<file path="src/rtl/uart_frame_sched.sv">
// Round-robin scheduler sharing one framed UART transmitter among N_REQ sources.
// Optional WAIT watchdog enabled by defining UART_SCHED_TIMEOUT_EN.
module uart_frame_sched #(
  parameter int N_REQ          = 4,
  parameter int FRAME_BYTES    = 16,
  parameter int GAP_CYCLES     = 1000,
  parameter int TIMEOUT_CYCLES = 1 << 20
) (
  input  logic                           clk,
  input  logic                           rst_n,
  input  logic                           en,
  input  logic [N_REQ-1:0]               req,
  input  logic [N_REQ*FRAME_BYTES*8-1:0] data_in,
  output logic [N_REQ-1:0]               ack,
  output logic                           tx_st,
  output logic [FRAME_BYTES*8-1:0]       tx_data,
  input  logic                           tx_done,
  output logic                           busy,
  output logic [$clog2(N_REQ)-1:0]       grant_id,
  output logic                           err_timeout,
  output logic [7:0]                     err_cnt
);

  localparam int FW = FRAME_BYTES * 8;
  localparam int IW = $clog2(N_REQ);
  localparam int GW = $clog2(GAP_CYCLES + 2);
  localparam logic [IW-1:0] LAST_ID  = IW'(N_REQ - 1);
  localparam logic [GW-1:0] GAP_LOAD = GW'(GAP_CYCLES);

  if (N_REQ < 2 || N_REQ > 8 || FRAME_BYTES < 1 || GAP_CYCLES < 0 || TIMEOUT_CYCLES < 1)
    begin : g_bad_params
      $error("uart_frame_sched: parameter out of range");
    end

  typedef enum logic [1:0] {S_IDLE, S_START, S_WAIT, S_GAP} state_t;

  state_t          state_q;
  logic [N_REQ-1:0] ack_q;
  logic            tx_st_q;
  logic [FW-1:0]   tx_data_q;
  logic            busy_q;
  logic [IW-1:0]   grant_id_q;
  logic [GW-1:0]   gap_cnt_q;

  logic            pick_vld_d;
  logic [IW-1:0]   pick_id_d;
  logic [IW-1:0]   scan_idx;

  // Scan from the farthest candidate down to grant_id+1 so the nearest set request wins.
  always_comb begin
    pick_vld_d = 1'b0;
    pick_id_d  = grant_id_q;
    scan_idx   = '0;
    for (int k = N_REQ; k >= 1; k--) begin
      scan_idx = IW'((int'(grant_id_q) + k) % N_REQ);
      if (req[scan_idx]) begin
        pick_vld_d = 1'b1;
        pick_id_d  = scan_idx;
      end
    end
  end

`ifdef UART_SCHED_TIMEOUT_EN
  localparam int TW = $clog2(TIMEOUT_CYCLES + 1);
  logic [TW-1:0] wait_cnt_q;
  logic          err_timeout_q;
  logic [7:0]    err_cnt_q;
`endif

  always_ff @(posedge clk or negedge rst_n) begin
    if (!rst_n) begin
      state_q    <= S_IDLE;
      ack_q      <= '0;
      tx_st_q    <= 1'b0;
      tx_data_q  <= '0;
      busy_q     <= 1'b0;
      grant_id_q <= LAST_ID;
      gap_cnt_q  <= '0;
`ifdef UART_SCHED_TIMEOUT_EN
      wait_cnt_q    <= '0;
      err_timeout_q <= 1'b0;
      err_cnt_q     <= '0;
`endif
    end else begin
      ack_q   <= '0;
      tx_st_q <= 1'b0;
`ifdef UART_SCHED_TIMEOUT_EN
      err_timeout_q <= 1'b0;
`endif
      case (state_q)
        S_IDLE: begin
          if (en && pick_vld_d) begin
            tx_data_q  <= data_in[int'(pick_id_d)*FW +: FW];
            grant_id_q <= pick_id_d;
            tx_st_q    <= 1'b1;
            busy_q     <= 1'b1;
            state_q    <= S_START;
          end
        end
        S_START: begin
          state_q <= S_WAIT;
`ifdef UART_SCHED_TIMEOUT_EN
          wait_cnt_q <= '0;
`endif
        end
        S_WAIT: begin
          if (tx_done) begin
            ack_q <= {{(N_REQ-1){1'b0}}, 1'b1} << grant_id_q;
            if (GAP_CYCLES == 0) begin
              state_q <= S_IDLE;
              busy_q  <= 1'b0;
            end else begin
              state_q   <= S_GAP;
              gap_cnt_q <= GAP_LOAD;
            end
          end
`ifdef UART_SCHED_TIMEOUT_EN
          // Expiry abandons the frame without ack; grant_id already points past it.
          else if (wait_cnt_q == TW'(TIMEOUT_CYCLES - 1)) begin
            err_timeout_q <= 1'b1;
            if (err_cnt_q != 8'hFF) err_cnt_q <= err_cnt_q + 8'd1;
            if (GAP_CYCLES == 0) begin
              state_q <= S_IDLE;
              busy_q  <= 1'b0;
            end else begin
              state_q   <= S_GAP;
              gap_cnt_q <= GAP_LOAD;
            end
          end else begin
            wait_cnt_q <= wait_cnt_q + TW'(1);
          end
`endif
        end
        S_GAP: begin
          if (gap_cnt_q <= GW'(1)) begin
            state_q <= S_IDLE;
            busy_q  <= 1'b0;
          end else begin
            gap_cnt_q <= gap_cnt_q - GW'(1);
          end
        end
        default: begin
          state_q <= S_IDLE;
          busy_q  <= 1'b0;
        end
      endcase
    end
  end

  assign ack      = ack_q;
  assign tx_st    = tx_st_q;
  assign tx_data  = tx_data_q;
  assign busy     = busy_q;
  assign grant_id = grant_id_q;

`ifdef UART_SCHED_TIMEOUT_EN
  assign err_timeout = err_timeout_q;
  assign err_cnt     = err_cnt_q;
`else
  assign err_timeout = 1'b0;
  assign err_cnt     = 8'd0;
`endif

endmodule

</file>
<file path="config.mk">
export PLATFORM = sky130hd
export DESIGN_NAME = uart_frame_sched
export DESIGN_NICKNAME = d
export VERILOG_FILES = /design/src/rtl/uart_frame_sched.sv
export SDC_FILE = /design/constraint.sdc
export NUM_CORES = 1
export LEC_CHECK = 0
export ABC_CLOCK_PERIOD_IN_PS = 6100
export BUFFER_PORTS_ARGS = -buffer_cell sky130_fd_sc_hd__buf_4
export CAP_MARGIN = 20
export CORE_AREA = 2 2 255 257
export DETAILED_ROUTE_END_ITERATION = 6
export DIE_AREA = 0 0 257 259
export GPL_ROUTABILITY_DRIVEN = 0
export PLACE_DENSITY = 0.5
export SYNTH_ARGS = -nofsm -noshare
export SYNTH_HDL_FRONTEND = slang
export SYNTH_SLANG_ARGS = --single-unit
</file>
<file path="constraint.sdc">
create_clock -name clk -period 6.1 [get_ports clk]
set_input_delay 0.915 -clock clk [delete_from_list [all_inputs] [get_ports clk]]
set_output_delay 0.915 -clock clk [all_outputs]
set_load 0.01 [all_outputs]
</file>
Yosys cells after proc, flatten, opt, wreduce, memory -nomap -nowiden
Index checks and enable logic that the tools add are counted.
{"block": "word_totals", "in_bits": 520, "reg_bits": 148, "wordCells": 64}
{"block": "op_classes", "mux": 30, "order_cmp": 5, "n_eq_ne": 7, "n_addsub": 5, "n_reduce_logical": 8, "n_shift": 2}
{"operator": "indexed part select 512 x 10 -> 128 bit", "count": 1}
{"operator": "2-to-1 mux 10 bit", "count": 2}
{"operator": "case mux 10 bit (2 select lines)", "count": 1}
{"operator": "2-to-1 mux 2 bit", "count": 7}
{"operator": "< comparator 2 x 3 -> 1 bit, second input constant", "count": 4}
{"operator": "2-to-1 mux 1 bit", "count": 12}
{"operator": "<= comparator 10 x 1 -> 1 bit, second input constant", "count": 1}
{"operator": "subtractor 10 x 1 -> 10 bit, second input constant", "count": 1}
{"operator": "AND reduction 3 bit", "count": 3}
{"operator": "binary-select mux 1 bit (select 2 bit)", "count": 4}
{"operator": "2-to-1 mux 4 bit", "count": 2}
{"operator": "!= test 2 bit, second input constant", "count": 4}
{"operator": "case mux 2 bit (4 select lines)", "count": 1}
{"operator": "adder 2 x 1 -> 2 bit, second input constant", "count": 2}
{"operator": "adder 2 bit, second input constant", "count": 2}
{"operator": "== test 2 bit, second input constant", "count": 2}
{"operator": "nonzero test 2 bit", "count": 2}
{"operator": "<< shifter 1 x 2 -> 4 bit, first input constant", "count": 1}
{"operator": "== test 2 x 1 -> 1 bit, second input constant", "count": 1}
{"operator": "logical NOT 2 bit", "count": 1}
{"operator": "case mux 1 bit (2 select lines)", "count": 1}
{"operator": "AND reduction 2 bit", "count": 1}
{"operator": "logical AND 1 bit", "count": 1}

Longest topological paths before layout
{"block": "logic_depth", "ltp_word": 10, "depth_mapped": 13, "depth_no_buf": 7}

Worst setup path after synthesis
No wires, ideal clock.
{"block": "synth_path", "kind": "reg-to-reg", "from": "register grant_id_q[0] (netlist: grant_id[0])", "to": "register tx_data_q[0] (netlist: tx_data[0])", "setup_slack_ns": 3.040, "stages_incl_launch_ff": 14, "t_required_ns": 5.958, "arrival_ns": 2.918, "cell_sequence": "dfstp_2 inv_1 clkbuf_1 clkbuf_1 ha_1 buf_2 nand2b_1 a31oi_4 o22a_1 buf_6 buf_12 buf_12 mux2i_1 o221ai_1"}
{"block": "synth_between", "elab_chain_len": 9, "elab_cells_between_ends": 23, "classes_between": "add/sub (4); shift (1); mux (16); reduce/logical (2)"}
{"item": "from (decl)", "line": "42", "rtl": "logic [IW-1:0] grant_id_q;"}
{"item": "from (signal assigned)", "line": "94", "rtl": "grant_id_q <= pick_id_d;"}
{"item": "branches (longest 9 deep; another with adder 2 x 1 -> 2 bit)"}
{"item": "to (signal assigned)", "line": "93", "rtl": "tx_data_q <= data_in[int'(pick_id_d)*FW +: FW];"}
{"item": "to (decl)", "line": "40", "rtl": "logic [FW-1:0] tx_data_q;"}
Several ways; the timed one is not identified. The select of a mux whose other input is x is not followed.
A chain may end at the register's enable or synchronous reset.

Worst setup path in the final report
{"block": "layout_path", "from": "register grant_id_q[1] (netlist: grant_id[1])", "to": "register tx_data_q[84] (netlist: tx_data[84])"}
Same word-level chain as after synthesis.

==> flow_summary_export.csv <==
group,metric,value,unit
outcome,status,"complete, no violations",
placed_design,dp_hpwl,37000,um
synthesis,yosys.area.top_type,"dfrtp_1",
synthesis,synthDominantCellAreaShare,35.5,%
timing,rsz0062_at_grt,"false",
timing,setup_violations,0,
critical_path,crit_arrival,4.37,ns
cells_and_area,fillCellCount,6854,
detailed_routing,drtIter0Drc,619,
cells_and_area,final_cells,2449,
cells_and_area,stdcell_area,16400,um2
synthesis,yosys-top-cells-area,"dfrtp_1, mux2i_1, o221ai_1",
placed_design,portBuffers,655,
die,start_util,16.1,%
placed_design,place_inst,2417,
critical_path,required,6.42,ns
cells_and_area,layout-drive-gt1-share,45.5,%
timing,worst_slew_pin_slew,1.06,ns
clock_tree,clockRootBuffer,"clkbuf_16",
timing,slew_headroom,29.4,%
die,die_area,66600,um2
grt,grt_pass1_wl,71200,um
detailed_routing,antenna_left,0,
detailed_routing,vias,10817,
timing,hold_ws,0.473,ns
flow_run,cap_violations,0,
detailed_routing,wl,48600,um
detailed_routing,wl_per_cell,19.9,um
synthesis,ys_ff_latch,148,
clock_tree,clk_path_buf_depth,2,
cells_and_area,fin_nets,2110,
synthesis,ys.flop_type,"dfrtp_1",
grt,grt_pass1_vias,11253,
die,fp.dieH,259,um
placed_design,dpl_cell_area,15800,um2
grt,grt.overflow.total,0,
cells_and_area,antenna_cells,0,
critical_path,end_kind,"flip-flop",
synthesis,yosysSeqAreaShare,36.0,%
timing,period_minus_slack,4.05,ns
clock_tree,numCtsBuffers,17,
synthesis,syn-instance-count,994,
critical_path,worstSetupPathType,"reg2reg",
die,die_width,257,um
die,rows,93,
clock_tree,ctsResizeCount,0,
die,core,63900,um2
clock_tree,cts_tree,"yes",
die,pin_count,665,
cells_and_area,final_core_util,25.7,%
critical_path,cp_slowest_cell,"o22a_4",
critical_path,startpoint,"grant_id[1]$_DFFE_PN1P_",
synthesis,synth_edf_count,0,
cells_and_area,syn_to_final_growth,59.6,%
timing,setup_tns,0,ns
timing,hold_viol_final,0,
synthesis,synth.cell_area,10300,um2
critical_path,path_cells,"inv_1 -> ha_1 -> o31ai_4 -> buf_4 -> o22a_4 -> buf_12 -> buf_12 -> mux2i_1 -> mux2i_1",
synthesis,synthArstFlopShare,100,%
clock_tree,cts_hold_buffers,0,
detailed_routing,vias_per_cell,4.42,
critical_path,cp_slowest_stage_delay,0.80,ns
grt,antenna_found_initial,2,
pwr,vdd_drop_max,0.250,mV
clock_tree,clkSlewWorstSetupHoldPaths,0.08,ns
hold_path,hold_class,"in2async",
synthesis,synth_area_per_cell,10.3,um2
clock_tree,post_cts_buffers,0,
timing,fin_skew,0.0112,ns
grt,track_usage,14.0,%
timing,max_freq,0.247,GHz
clock_tree,cts.sinks,148,
timing,slew_viol_final,0,
synthesis,ys_warn_count,0,
critical_path,start_kind,"flip-flop",
detailed_routing,drt-pass1-iter-count,5,
clock_tree,cts_max_level,4,
pwr,cellLeakagePower,8.13,nW
timing,period_share,66.4,%
detailed_routing,drc,0,
pwr,powerDensity,456,nW/um2
clock_tree,clock_latency,0.48,ns
critical_path,r2r-start,"grant_id[1]$_DFFE_PN1P_",
synthesis,synth.distinct_cells,55,
critical_path,crit_fanout,54,
grt,grt_max_degree,79,
==> power by group <==
group / switching (mW) / internal (mW) / leakage [nW]
registers: 0.300 / 1.45 / 1.76
clock network: 0.521 / 0.658 / 0.298
logic: 2.46 / 2.08 / 6.07
==> cells by family (layout without fill, tap and decap cells) <==
group | count (synthesis) | in the layout | synth area share (%)
fa+ha+maj | 9 | 9 | 1.10
simple gates | 231 | 231 | 11.0
buf+inv | 127 | 719 | 8.07
compound gates | 209 | 209 | 17.6
xor+xnor | 8 | 8 | 0.682
flops | 148 | 148 | 36.0
mux | 261 | 261 | 25.5
other cells | 1 | 9 | 0.0365
==> layout make-up <==
type / count / area, um2 / share of cell area (%)
Tap cell: 855 / 1070 / 6.52
Inverter: 9 / 33.8 / 0.206
Timing Repair Buffer: 678 / 5160 / 31.4
Clock inverter: 14 / 191 / 1.17
Multi-Input combinational cell: 727 / 5820 / 35.5
Sequential cell: 148 / 3710 / 22.6
Clock buffer: 18 / 429 / 2.62
==> sequential cells by signal (all words and copies together), names as in the netlist <==
name,cells
tx_data,128
gap_cnt_q,10
ack,4
grant_id,2
state_q,2
busy,1
tx_st,1
==> metal layers <==
| layer | part of all wire, % | global-route usage, % | wire length, um | up-vias |
|---|---|---|---|---|
| met5 | 0.056 | 0 | 27 | - |
| met4 | 1.9 | 4.25 | 942 | 4 |
| met3 | 6.0 | 3.36 | 2930 | 54 |
| met2 | 52 | 24.6 | 25300 | 467 |
| met1 | 40 | 16.8 | 19400 | 5294 |
| li1 | - | - | - | 4998 |
==> synth_stat cells, types with 4 or more instances <==
cell type  number
buf_1           5
mux2i_1       256
and3_1          4
o311ai_0       13
buf_4          10
nor2_1          9
clkbuf_1       56
o221ai_1      128
a21oi_1         6
buf_2          22
buf_6          13
nand2_1        90
nor3_1         59
buf_12         11
ha_1            9
nand2b_1       55
xnor2_1         7
inv_1           7
dfrtp_1       146
o311ai_1       40
==> worst max-delay path, delay by kind of cell, from the launching register on <==
kind            cells  cell delay, ns
fa+ha+maj           1            0.42
flops               1            0.65
mux                 2            0.34
buf+inv             4            1.31
compound gates      2            1.04
==> cell usage in the layout (no fill, tap or decap), types with 2 or more instances in the layout <==
master,instances
nand3b_1,2
clkinv_4,2
inv_2,3
nand3_1,3
nor2_1,9
o311ai_0,13
buf_4,672
nor3_1,59
nand2_1,90
inv_1,6
a211oi_1,2
bufinv_16,3
mux2i_1,256
a21oi_1,6
clkbuf_16,17
xnor2_1,7
clkinvlp_4,2
nand2b_1,55
ha_1,9
a2111oi_0,2
nor2b_1,2
mux2_1,3
conb_1,9
o311ai_1,40
buf_12,5
dfrtp_1,146
inv_6,4
dfstp_2,2
o21ai_0,3
inv_8,3
and3_1,4
o221ai_1,128
==> per-stage QoR <==
step	setup WS (ns)	power [mW]
final	2.05	7.48
after global routing	1.82	7.98
after CTS	2.00	7.58
after detailed placement	2.02	6.35
after global placement	2.13	6.29
after floorplan	3.04	4.80
==> worst paths after layout <==
path	to	slack [ns]	cells after the start
worst max register to register	tx_data[84]$_DFFE_PN0P_	2.05	9
max in group asynchronous	gap_cnt_q[2]$_DFFE_PN0P_	4.23	2
min in group clk	tx_data[67]$_DFFE_PN0P_	0.49	2
worst max-delay path	tx_data[84]$_DFFE_PN0P_	2.05	9
worst min-delay path	tx_data[118]$_DFFE_PN0P_	0.47	1
worst min register to register	tx_data[67]$_DFFE_PN0P_	0.49	2
No activity file was read; power rests on OpenSTA's default activity.
